<file path="config.mk">
export PLATFORM = sky130hd
export DESIGN_NAME = seg_display_scan_flat
export DESIGN_NICKNAME = d
export VERILOG_FILES = /design/src/rtl/seg_pkg.sv /design/src/rtl/seg_display_scan_if.sv /design/src/rtl/bcd_to_seg.sv /design/src/rtl/seg_display_scan.sv /design/src/flat_wrapper.sv
export SDC_FILE = /design/constraint.sdc
export NUM_CORES = 1
export LEC_CHECK = 0
export CAP_MARGIN = 20
export CORE_ASPECT_RATIO = 0.5
export CORE_MARGIN = 2
export CORE_UTILIZATION = 55
export CTS_CLUSTER_SIZE = 24
export DETAILED_ROUTE_END_ITERATION = 7
export DONT_BUFFER_PORTS = 1
export PLACE_DENSITY = 0.68
export SLEW_MARGIN = 10
export SYNTH_ARGS = -nofsm -noshare
export SYNTH_HDL_FRONTEND = slang
export SYNTH_SLANG_ARGS = --single-unit
</file>
<file path="constraint.sdc">
create_clock -name clk -period 2.75 [get_ports clk]
set_input_delay 0.55 -clock clk [delete_from_list [all_inputs] [get_ports clk]]
set_output_delay 0.55 -clock clk [all_outputs]
set_load 0.05 [all_outputs]
</file>
<file path="src/rtl/seg_pkg.sv">
// Shared constants for the 4-digit 7-segment scan driver: active-low glyphs
// {g,f,e,d,c,b,a}, anode patterns and the slot index type.
package seg_pkg;

    typedef logic [1:0] slot_t;

    localparam logic [6:0] SEG_0    = 7'b1000000;
    localparam logic [6:0] SEG_1    = 7'b1111001;
    localparam logic [6:0] SEG_2    = 7'b0100100;
    localparam logic [6:0] SEG_3    = 7'b0110000;
    localparam logic [6:0] SEG_4    = 7'b0011001;
    localparam logic [6:0] SEG_5    = 7'b0010010;
    localparam logic [6:0] SEG_6    = 7'b0000010;
    localparam logic [6:0] SEG_7    = 7'b1111000;
    localparam logic [6:0] SEG_8    = 7'b0000000;
    localparam logic [6:0] SEG_9    = 7'b0010000;
    localparam logic [6:0] SEG_DASH = 7'b0111111;
    localparam logic [6:0] SEG_OFF  = 7'b1111111;

    localparam logic [3:0] AN_OFF   = 4'b1111;
    localparam logic [3:0] AN_SLOT0 = 4'b1110;
    localparam logic [3:0] AN_SLOT1 = 4'b1101;
    localparam logic [3:0] AN_SLOT2 = 4'b1011;
    localparam logic [3:0] AN_SLOT3 = 4'b0111;

    function automatic logic [3:0] an_for_slot(slot_t s);
        case (s)
            2'd0:    return AN_SLOT0;
            2'd1:    return AN_SLOT1;
            2'd2:    return AN_SLOT2;
            default: return AN_SLOT3;
        endcase
    endfunction

endpackage

</file>
<file path="src/rtl/seg_display_scan_if.sv">
// Bundle between the stopwatch counter / blink divider and the display scanner.
interface seg_display_scan_if;
    logic       clk_2hz;
    logic [3:0] min_t;
    logic [3:0] min_o;
    logic [3:0] sec_t;
    logic [3:0] sec_o;
    logic       adj;
    logic       sel;
    logic [3:0] an;
    logic [6:0] seg;
    logic       dp;

    modport master (
        output clk_2hz, min_t, min_o, sec_t, sec_o, adj, sel,
        input  an, seg, dp
    );

    modport slave (
        input  clk_2hz, min_t, min_o, sec_t, sec_o, adj, sel,
        output an, seg, dp
    );
endinterface

</file>
<file path="src/rtl/bcd_to_seg.sv">
// Combinational BCD to active-low 7-segment decoder; non-BCD codes show a dash.
module bcd_to_seg
    import seg_pkg::*;
(
    input  logic [3:0] bcd_i,
    output logic [6:0] seg_o
);

    always_comb begin
        case (bcd_i)
            4'd0:    seg_o = SEG_0;
            4'd1:    seg_o = SEG_1;
            4'd2:    seg_o = SEG_2;
            4'd3:    seg_o = SEG_3;
            4'd4:    seg_o = SEG_4;
            4'd5:    seg_o = SEG_5;
            4'd6:    seg_o = SEG_6;
            4'd7:    seg_o = SEG_7;
            4'd8:    seg_o = SEG_8;
            4'd9:    seg_o = SEG_9;
            default: seg_o = SEG_DASH;
        endcase
    end

endmodule

</file>
<file path="src/rtl/seg_display_scan.sv">
// Time-multiplexed 4-digit 7-segment driver with per-slot anti-ghost blanking
// and adjust-mode field blinking. All outputs are registered.
module seg_display_scan
    import seg_pkg::*;
#(
    parameter int SCAN_DIV  = 100000,
    parameter int BLANK_CYC = 4
) (
    input  logic               clk,
    input  logic               rst,
    seg_display_scan_if.slave  scan_if
);

    localparam int CNT_W = (SCAN_DIV > 1) ? $clog2(SCAN_DIV) : 1;

    logic [CNT_W-1:0] cnt_q, cnt_d;
    slot_t            idx_q, idx_d;
    logic             sync1_q, sync2_q;
    logic [3:0]       an_q, an_d;
    logic [6:0]       seg_q, seg_d;
    logic             dp_q, dp_d;

    logic             cnt_wrap;
    logic [3:0]       digit;
    logic [6:0]       glyph;
    logic             field_blank;

    assign cnt_wrap = (cnt_q == CNT_W'(SCAN_DIV - 1));
    assign cnt_d    = cnt_wrap ? '0 : cnt_q + 1'b1;
    assign idx_d    = cnt_wrap ? slot_t'(idx_q + 2'd1) : idx_q;

    always_comb begin
        case (idx_q)
            2'd0:    digit = scan_if.sec_o;
            2'd1:    digit = scan_if.sec_t;
            2'd2:    digit = scan_if.min_o;
            default: digit = scan_if.min_t;
        endcase
    end

    bcd_to_seg u_dec (
        .bcd_i (digit),
        .seg_o (glyph)
    );

    // Slots 0-1 hold seconds, 2-3 minutes: idx_q[1] picks the field.
    assign field_blank = scan_if.adj & sync2_q & (scan_if.sel ? ~idx_q[1] : idx_q[1]);

    always_comb begin
        an_d  = (cnt_q < CNT_W'(BLANK_CYC)) ? AN_OFF : an_for_slot(idx_q);
        seg_d = field_blank ? SEG_OFF : glyph;
        dp_d  = field_blank ? 1'b1 : (idx_q != 2'd2);
    end

    always_ff @(posedge clk or negedge rst) begin
        if (!rst) begin
            cnt_q   <= '0;
            idx_q   <= '0;
            sync1_q <= 1'b0;
            sync2_q <= 1'b0;
            an_q    <= AN_OFF;
            seg_q   <= SEG_OFF;
            dp_q    <= 1'b1;
        end else begin
            cnt_q   <= cnt_d;
            idx_q   <= idx_d;
            sync1_q <= scan_if.clk_2hz;
            sync2_q <= sync1_q;
            an_q    <= an_d;
            seg_q   <= seg_d;
            dp_q    <= dp_d;
        end
    end

    assign scan_if.an  = an_q;
    assign scan_if.seg = seg_q;
    assign scan_if.dp  = dp_q;

endmodule

</file>
<file path="src/flat_wrapper.sv">
// flat-port wrapper written by rule: the top's interface ports become plain ports
module seg_display_scan_flat import seg_pkg::*;
#(
    parameter int SCAN_DIV  = 100000,
    parameter int BLANK_CYC = 4
)
  (clk, rst, scan_if_clk_2hz, scan_if_min_t, scan_if_min_o, scan_if_sec_t, scan_if_sec_o, scan_if_adj, scan_if_sel, scan_if_an, scan_if_seg, scan_if_dp);
  seg_display_scan_if scan_if_i ();
  input  logic clk;
  input  logic rst;
  input wire logic [$bits(scan_if_i.clk_2hz)-1:0] scan_if_clk_2hz;
  input wire logic [$bits(scan_if_i.min_t)-1:0] scan_if_min_t;
  input wire logic [$bits(scan_if_i.min_o)-1:0] scan_if_min_o;
  input wire logic [$bits(scan_if_i.sec_t)-1:0] scan_if_sec_t;
  input wire logic [$bits(scan_if_i.sec_o)-1:0] scan_if_sec_o;
  input wire logic [$bits(scan_if_i.adj)-1:0] scan_if_adj;
  input wire logic [$bits(scan_if_i.sel)-1:0] scan_if_sel;
  output wire logic [$bits(scan_if_i.an)-1:0] scan_if_an;
  output wire logic [$bits(scan_if_i.seg)-1:0] scan_if_seg;
  output wire logic [$bits(scan_if_i.dp)-1:0] scan_if_dp;
  assign scan_if_i.clk_2hz = scan_if_clk_2hz;
  assign scan_if_i.min_t = scan_if_min_t;
  assign scan_if_i.min_o = scan_if_min_o;
  assign scan_if_i.sec_t = scan_if_sec_t;
  assign scan_if_i.sec_o = scan_if_sec_o;
  assign scan_if_i.adj = scan_if_adj;
  assign scan_if_i.sel = scan_if_sel;
  assign scan_if_an = scan_if_i.an;
  assign scan_if_seg = scan_if_i.seg;
  assign scan_if_dp = scan_if_i.dp;
  seg_display_scan #(.SCAN_DIV(SCAN_DIV), .BLANK_CYC(BLANK_CYC)) u_core (.clk(clk), .rst(rst), .scan_if(scan_if_i));
endmodule
</file>
# After elaboration in Yosys (flattened, before gate mapping)
# Memory sizes are Yosys's and may differ from the RTL's.
# Cells that the tools add are included.
# classes
bitwise	3
addsub	2
mux	7
n_reduce_logical	1
n_lt_le_gt_ge	1
eq_ne	4
# ops
operator	n
4-bit case mux with 3 select lines	2
17-bit by 1-bit adder with 17-bit output, second input constant	1
17-bit == test, second input constant	1
17-bit by 3-bit less-than comparator with 1-bit output, second input constant	1
17-bit 2-to-1 mux	1
7-bit 2-to-1 mux	1
4-bit 2-to-1 mux	1
2-bit by 1-bit adder with 2-bit output, second input constant	1
1-bit bitwise AND	2
2-bit by 1-bit == test with 1-bit output, second input constant	1
2-bit == test, second input constant	1
2-bit logical NOT	1
1-bit 2-to-1 mux	2
2-bit inequality test, second input constant	1
1-bit inverter	1
# word_totals
memories	1
in_bits	21
ff_bits	33
romBits	112
# mem_list
memory	words	word_bits	rd	rd_clocked_by_memory_dff	write_ports	line_no	source
(no name shown)	16	7	1	0	0	bcd_to_seg.sv:10	case (bcd_i)

# Logic depth before layout (Yosys ltp)
# Gate-level depths: netlist (run 1).
# logic_depth
ltp_word	4
mapped_depth	9
mapped_depth_nobuf	9

# Cells and area by module
# A second synthesis (run 1) with hierarchy kept.
# unflattened
hier_cells	162
hier_area_um2	1765.4
# modules_own_cells
module	n_inst	cells_per_inst	seq_area_each_um2	area_each_um2
seg_display_scan	1	131	840.8	1535.2
bcd_to_seg	1	31	0.0	230.2

# Worst setup path before layout (run 1)
# OpenSTA, ideal clock, no wires.
# synth_path
kind	flip-flop to flip-flop
start	register u_core.idx_q[1]
end	register u_core.seg_q[2], in the netlist u_core.scan_if.seg[2]
setup_slack_ps	905
n_path_buf	0
t_required_ps	2639
path_stages_with_launch	9
arrival_ps	1734
path_cell_list	dfrtp_1 -> inv_1 -> ha_1 -> a222oi_1 -> mux2i_1 -> inv_1 -> ha_1 -> inv_1 -> o311ai_0
# synth_via
elab_chain_cells	4
# synth_lines
item	line_no	source
start: declaration	seg_display_scan.sv:17	slot_t idx_q, idx_d;
start signal: assignment	seg_display_scan.sv:66	idx_q <= idx_d;
2-bit == test, or another cell as far along	seg_display_scan.sv:33	case (idx_q)
4-bit case mux with 3 select lines or 1-bit 2-to-1 mux (tied branches)	seg_display_scan.sv:33, seg_display_scan.sv:47	
memory read 16 x 7 bit or 1-bit bitwise AND (tied branches)	n/a	
7-bit 2-to-1 mux (*)	seg_display_scan.sv:51	seg_d = field_blank ? SEG_OFF : glyph;
net u_core.seg_d[2]	seg_display_scan.sv:20	logic [6:0] seg_q, seg_d;
end signal: assignment	seg_display_scan.sv:70	seg_q <= seg_d;
end: declaration	seg_display_scan.sv:20	
# Mark *: on every way through the listed nets, which the timed path passes. The rest lies on a longest branch.
# A chain may end at the register's enable or synchronous reset.

# Worst setup path after layout (run 1)
# layout_path
start	register u_core.idx_q[1]
end	register u_core.seg_q[0], in the netlist u_core.scan_if.seg[0]
# Same word-level chain as after synthesis.

==> results.sh, run 1 <==
export IMPL_clkTransAtPathRegs_ns=0.07
export IMPL_min_period_over_period_pct=79.68
export IMPL_drive_gt1_share_pct=16.23
export IMPL_grt_max_degree=22
export IMPL_clock_sinks=33
export IMPL_dr_pass1_iters=6
export IMPL_ir_worst_vdd_v=0.0004499
export IMPL_portBuffers=0
export IMPL_antenna_left=0
export IMPL_cts_made_buffers=5
export IMPL_drc_errors=0
export IMPL_cp_cell_sequence="inv_1 -> ha_1 -> a222oi_1 -> mux2i_1 -> or4b_1 -> nand3_1"
export IMPL_slew_violations=0
export IMPL_startpoint_type="register"
export IMPL_critical_path_class="reg2reg"
export IMPL_grt_ovfl_total=0
export IMPL_syn_inst=149
export IMPL_clk_latency_ns=0.28
export IMPL_die_area_mm2=0.003474
export IMPL_reg2reg_to="u_core.scan_if.seg[0]$_DFF_PN1_"
export IMPL_final_nets=182
export IMPL_synth_area_top_cells="dfrtp_1, dfstp_2, ha_1, xnor2_1, xor2_1"
export IMPL_synth_top_area_share_pct=31.91
export IMPL_rsz0062_at_grt="no"
export IMPL_slowest_delay_ns=0.60
export IMPL_htreeDepth=2
export IMPL_cts_resized_gates=0
export IMPL_synth_area_mm2=0.001647
export IMPL_slowest_stage="or4b_1"
export IMPL_ys_flop_type="dfrtp_1"
export IMPL_endpoint="u_core.scan_if.seg[0]$_DFF_PN1_"
export IMPL_maxCapViolCount=0
export IMPL_cp_required_ns=2.97
export IMPL_critPathMaxFanout=11
export IMPL_die_h_um=42.69
export IMPL_die_w_um=81.38
export IMPL_synth_edf_count=0
export IMPL_end_kind="register"
export IMPL_setup_tns_ns=0
export IMPL_cts_tree="built"
export IMPL_hold_class="in2async"
export IMPL_rrSetupSlack_ns=0.56
export IMPL_grt_pass1_wl_um=4974
export IMPL_drtIter0Drc=47
export IMPL_syn_to_final_growth_pct=7.447
export IMPL_path_buf_inv=1
export IMPL_initial_utilization_pct=60.62
export IMPL_setup_viol=0
export IMPL_syn_area_per_cell_um2=11.05
export IMPL_ff2ff_path_depth=6
export IMPL_antenna_found_initial=0
export IMPL_path_depth=6
export IMPL_reg2reg_from="u_core.idx_q[1]$_DFFE_PN0N_"
export IMPL_ys_warn_count=0
export IMPL_crit_path_start="u_core.idx_q[1]$_DFFE_PN0N_"
export IMPL_relSlewSlack_pct=39.44
export IMPL_cts_setup_buffers=0
export IMPL_hold_viol=0
export IMPL_boundaryPins=33
export IMPL_post_drt_via_cell_ratio=5.806
export IMPL_async_reset_ff_share_pct=100.0
export IMPL_min_period_ns=2.191
export IMPL_root_buffer="clkbuf_8"
export IMPL_clock_path_buffers=2
export IMPL_rows=13
export IMPL_power_per_cell_area_mw_per_mm2=539.0
export IMPL_gp_congestion=0.8118
export IMPL_hpwl_um=2082
export IMPL_wire_per_inst_um=15.42
export IMPL_yosysSeqAreaShare_pct=51.06
export IMPL_synth_nets=178
export IMPL_worstPathArrival_ns=2.41
export IMPL_synthTopCellsByCount="dfrtp_1, dfstp_2, nand2_1, nor2_1"
export IMPL_yosysMostFrequentCell="dfrtp_1"
export IMPL_vias=1109
export IMPL_p_leak_nw=0.8102
export IMPL_grt_pass1_vias=1059
export IMPL_grt_usage_pct=19.48
export IMPL_crit_family="simple AND/OR/NAND/NOR gates"
export IMPL_ys_ff_latch=33
export IMPL_max_clock_freq_ghz=0.4563
export IMPL_core_mm2=0.002716
export IMPL_n_antenna_cell=0
export IMPL_outcome="finished clean"
export IMPL_synth_top_cell_by_area="dfrtp_1"
export IMPL_totalWireLength_um=2946
export IMPL_finClkSkew_ns=0.005379
export IMPL_synth_cell_types=37
export IMPL_holdWs_ns=0.1112
export IMPL_tightestPinTransition_ns=0.9054
## registers in the layout, summed over array words and instances (netlist names)
name,count
u_core.cnt_q,17
u_core.idx_q,2
u_core.scan_if.an,4
u_core.scan_if.dp,1
u_core.scan_if.seg,7
u_core.sync1_q,1
u_core.sync2_q,1
## final cells by class
class | count | area, µm²
clock buffer | 8 | 90.09
timing repair buffer | 1 | 10.01
multi-input combinational | 102 | 744.5
tap | 37 | 46.29
inverter | 10 | 37.54
sequential | 33 | 840.8
fill | 238 | 947.2
## worst min-delay path by stage
stage,startpoint,endpoint,depth (start not counted)
after floorplan,rst,u_core.cnt_q[0]$_DFF_PN0_,0
after CTS,rst,u_core.scan_if.seg[2]$_DFF_PN1_,0
after detailed placement,rst,u_core.cnt_q[7]$_DFF_PN0_,0
final,rst,u_core.scan_if.seg[3]$_DFF_PN1_,0
after global placement,rst,u_core.cnt_q[5]$_DFF_PN0_,0
after global routing,rst,u_core.scan_if.seg[4]$_DFF_PN1_,0
## cell families after synthesis
family | after synthesis | synth area share, %
flip-flops | 33 | 51.06
buffers and inverters | 14 | 3.723
multiplexers | 6 | 4.027
AO/OA/AOI/OAI | 20 | 8.511
AND/OR/NAND/NOR | 52 | 18.09
XOR/XNOR | 16 | 8.511
adder cells (fa/ha/maj) | 8 | 6.079
## layer usage
layer / share of wire, % / track usage, % / routed length, µm / vias to the layer above
met2: 48 / 30.82 / 1404 / 24
met3: 4.5 / 8.511 / 133 / 2
met1: 47 / 25.31 / 1394 / 548
li1: - / - / - / 535
met4: 0.48 / 3.051 / 14 / 0
met5: 0 / 0 / 0 / -
## power breakdown
group	internal (mW)	switching [mW]
logic	0.0135	0.0243
registers	0.505	0.0369
clock network	0.204	0.170
## timing repair
action,in CTS,in global routing
endpoints found under the setup margin,0,0
hold buffers,1,0
hold endpoints to repair,21,0
## metrics by stage
stage          total power [mW]  utilization (%)  cells  worst slack (ns)  instance area (µm²)
2_1_floorplan            0.5762                -    149            0.9048                 1647
3_3_place_gp             0.5803            61.45    182            0.6531                 1669
3_5_place_dp             0.5816            61.45    182            0.5662                 1669
4_1_cts                  0.9643            65.13    191            0.5432                 1769
5_1_grt                   1.003            65.13    191            0.3300                 1769
6_report                 0.9535            65.13    191            0.5587                 1769
## cells in the final DEF (no fill, tap or decap), types with 3 or more instances in the layout
cell type and count:
mux2i_1 4, dfrtp_1 21, nand4_1 5, xor2_1 7, inv_1 9, and3_1 4, dfstp_2 12, nor4_1 3
o21ai_0 6, a222oi_1 3, nand2_1 10, clkbuf_8 6, ha_1 8, nand3_1 9, xnor2_1 9, nor2_1 10
and4_1 3
Note: power is estimated with default switching activity, not from simulation.
==> inputs of run 2 (changes only) <==
- PLACE_DENSITY: 0.68 -> 0.71
- clock period: 2.75 -> 1.86 ns (I/O delays scaled with it)
==> results.sh, run 2 (synthesized netlist as in run 1, its figures left out) <==
export IMPL_p_leak_nw=0.9329
export IMPL_fin_cells=209
export IMPL_grt_usage_pct=22.90
export IMPL_core_mm2=0.002716
export IMPL_ir_worst_vdd_v=0.0004154
export IMPL_rsz0062_at_grt="yes"
export IMPL_most_common_layout_cells="dfrtp_1, buf_4, dfstp_2, nand2_1, nor2_1"
export IMPL_critPathMaxFanout=5
export IMPL_grt_ovfl_total=0
export IMPL_clk_latency_ns=0.29
export IMPL_hold_class="in2reg"
export IMPL_antenna_found_initial=0
export IMPL_outcome="complete, but fails checks"
export IMPL_n_antenna_cell=0
export IMPL_wire_per_inst_um=16.92
export IMPL_cts_tree="built"
export IMPL_vias=1211
export IMPL_post_drt_via_cell_ratio=5.794
export IMPL_boundaryPins=33
export IMPL_max_clock_freq_ghz=0.5078
export IMPL_startpoint_type="register"
export IMPL_path_depth=8
export IMPL_min_period_ns=1.969
export IMPL_clkTransAtPathRegs_ns=0.07
export IMPL_slowest_delay_ns=0.56
export IMPL_hold_viol=0
export IMPL_clock_sinks=33
export IMPL_setup_viol=3
export IMPL_slew_violations=0
export IMPL_drive_gt1_share_pct=34.88
export IMPL_rows=13
export IMPL_drc_errors=0
export IMPL_slowest_stage="or4b_4"
export IMPL_crit_family="simple AND/OR/NAND/NOR gates"
export IMPL_path_buf_inv=3
export IMPL_critical_path_class="reg2reg"
export IMPL_root_buffer="clkbuf_8"
export IMPL_fin_ws_ns=-0.1091
export IMPL_final_common_cell="dfrtp_1"
export IMPL_min_period_over_period_pct=105.9
export IMPL_relSlewSlack_pct=74.33
export IMPL_tightestPinTransition_ns=0.3850
export IMPL_largest_register_ffs=17
export IMPL_final_nets=200
export IMPL_end_kind="register"
export IMPL_portBuffers=0
export IMPL_cp_cell_sequence="buf_4 -> buf_4 -> ha_4 -> a21oi_2 -> a22o_1 -> inv_2 -> or4b_4 -> nand3_2"
export IMPL_cp_required_ns=2.09
export IMPL_grt_pass1_wl_um=5706
export IMPL_grt_max_degree=34
export IMPL_drtIter0Drc=48
export IMPL_hpwl_um=2235
export IMPL_worstPathArrival_ns=2.20
export IMPL_initial_utilization_pct=60.62
export IMPL_nFillCells=174
export IMPL_die_h_um=42.69
export IMPL_maxCapViolCount=0
export IMPL_top_register="u_core.cnt_q"
export IMPL_ff2ff_path_depth=8
export IMPL_totalWireLength_um=3537
export IMPL_dpl_cell_count=197
export IMPL_power_per_cell_area_mw_per_mm2=781.9
export IMPL_die_w_um=81.38
export IMPL_power_mw=1.589
export IMPL_finClkSkew_ns=0.007248
export IMPL_clock_path_buffers=2
export IMPL_setup_tns_ns=-0.2033
export IMPL_dr_pass1_iters=4
export IMPL_die_area_mm2=0.003474
export IMPL_syn_to_final_growth_pct=23.40
export IMPL_htreeDepth=2
export IMPL_hold_depth=0
export IMPL_antenna_left=0
export IMPL_cts_made_buffers=5
export IMPL_crit_top_cell="buf_4"
export IMPL_gp_congestion=0.7886
export IMPL_grt_pass1_vias=1224
export IMPL_violations="negative setup slack"
-- run 2: cell count changes in the layout (fill, tap and decap cells not counted), sizes merged --
cell	change
bufinv	+1
clkbuf	-1
buf	+18
-- run 2: final cells by class --
type / count / area, µm² / area share, %
Clock inverter: 1 / 30.03 / 1.478
Clock buffer: 7 / 86.33 / 4.249
Sequential cell: 33 / 842.1 / 41.44
Timing Repair Buffer: 19 / 161.4 / 7.943
Tap cell: 37 / 46.29 / 2.278
Multi-Input combinational cell: 102 / 828.3 / 40.76
Inverter: 10 / 37.54 / 1.847
-- run 2: through the flow --
stage,util (%),hold slack (ns),setup slack (ns),instance area (µm²)
after floorplan,-,0.07641,0.01482,1647
after global placement,65.59,0.07712,-0.02228,1782
after detailed placement,65.59,0.07701,-0.1697,1782
after CTS,73.24,0.1029,-0.1022,1989
after global routing,74.80,0.08897,-0.1671,2032
final,74.80,0.1104,-0.1091,2032
-- run 2: worst paths after layout --
kind	slack, ns	from	to
hold reg to reg	0.36	u_core.sync1_q$_DFF_PN0_	u_core.sync2_q$_DFF_PN0_
min in group asynchronous	0.53	rst	u_core.cnt_q[15]$_DFF_PN0_
max in group asynchronous	1.08	rst	u_core.scan_if.seg[0]$_DFF_PN1_
hold / removal	0.11	scan_if_clk_2hz	u_core.sync1_q$_DFF_PN0_
setup / recovery	-0.11	u_core.idx_q[1]$_DFFE_PN0N_	u_core.scan_if.seg[0]$_DFF_PN1_
setup reg to reg	-0.11	u_core.idx_q[1]$_DFFE_PN0N_	u_core.scan_if.seg[0]$_DFF_PN1_
-- run 2: repair_timing --
| item | CTS | global route |
|---|---|---|
| resized for setup | 14 | 10 |
| pin swaps | 3 | 6 |
| hold buffers | 2 | 0 |
| endpoints found under the hold margin | 33 | 0 |
| buffers inserted | 2 | 0 |
| endpoints found under the setup margin | 6 | 9 |
-- run 2: report_power, final --
group | switching, mW | internal, mW
registers | 0.0546 | 0.746
logic | 0.0522 | 0.0349
clock network | 0.264 | 0.437
total | 0.371 | 1.22
-- run 2: routing by layer --
layer	global-route usage [%]	part of all wire, %	up-vias
li1	-	-	573
met1	27.65	43	613
met2	37.21	51	19
met3	10.00	4.3	6
met4	6.780	1.5	0
met5	0	0	-
-- run 2: worst register-to-register path: cells and delay by family (launching register included) --
family / cells / cell delay [ns]
AOI/OAI and AO/OA: 2 / 0.28
buffers and inverters: 3 / 0.36
and+or+nand+nor: 2 / 0.65
DFF: 1 / 0.45
adders and majority gates: 1 / 0.17
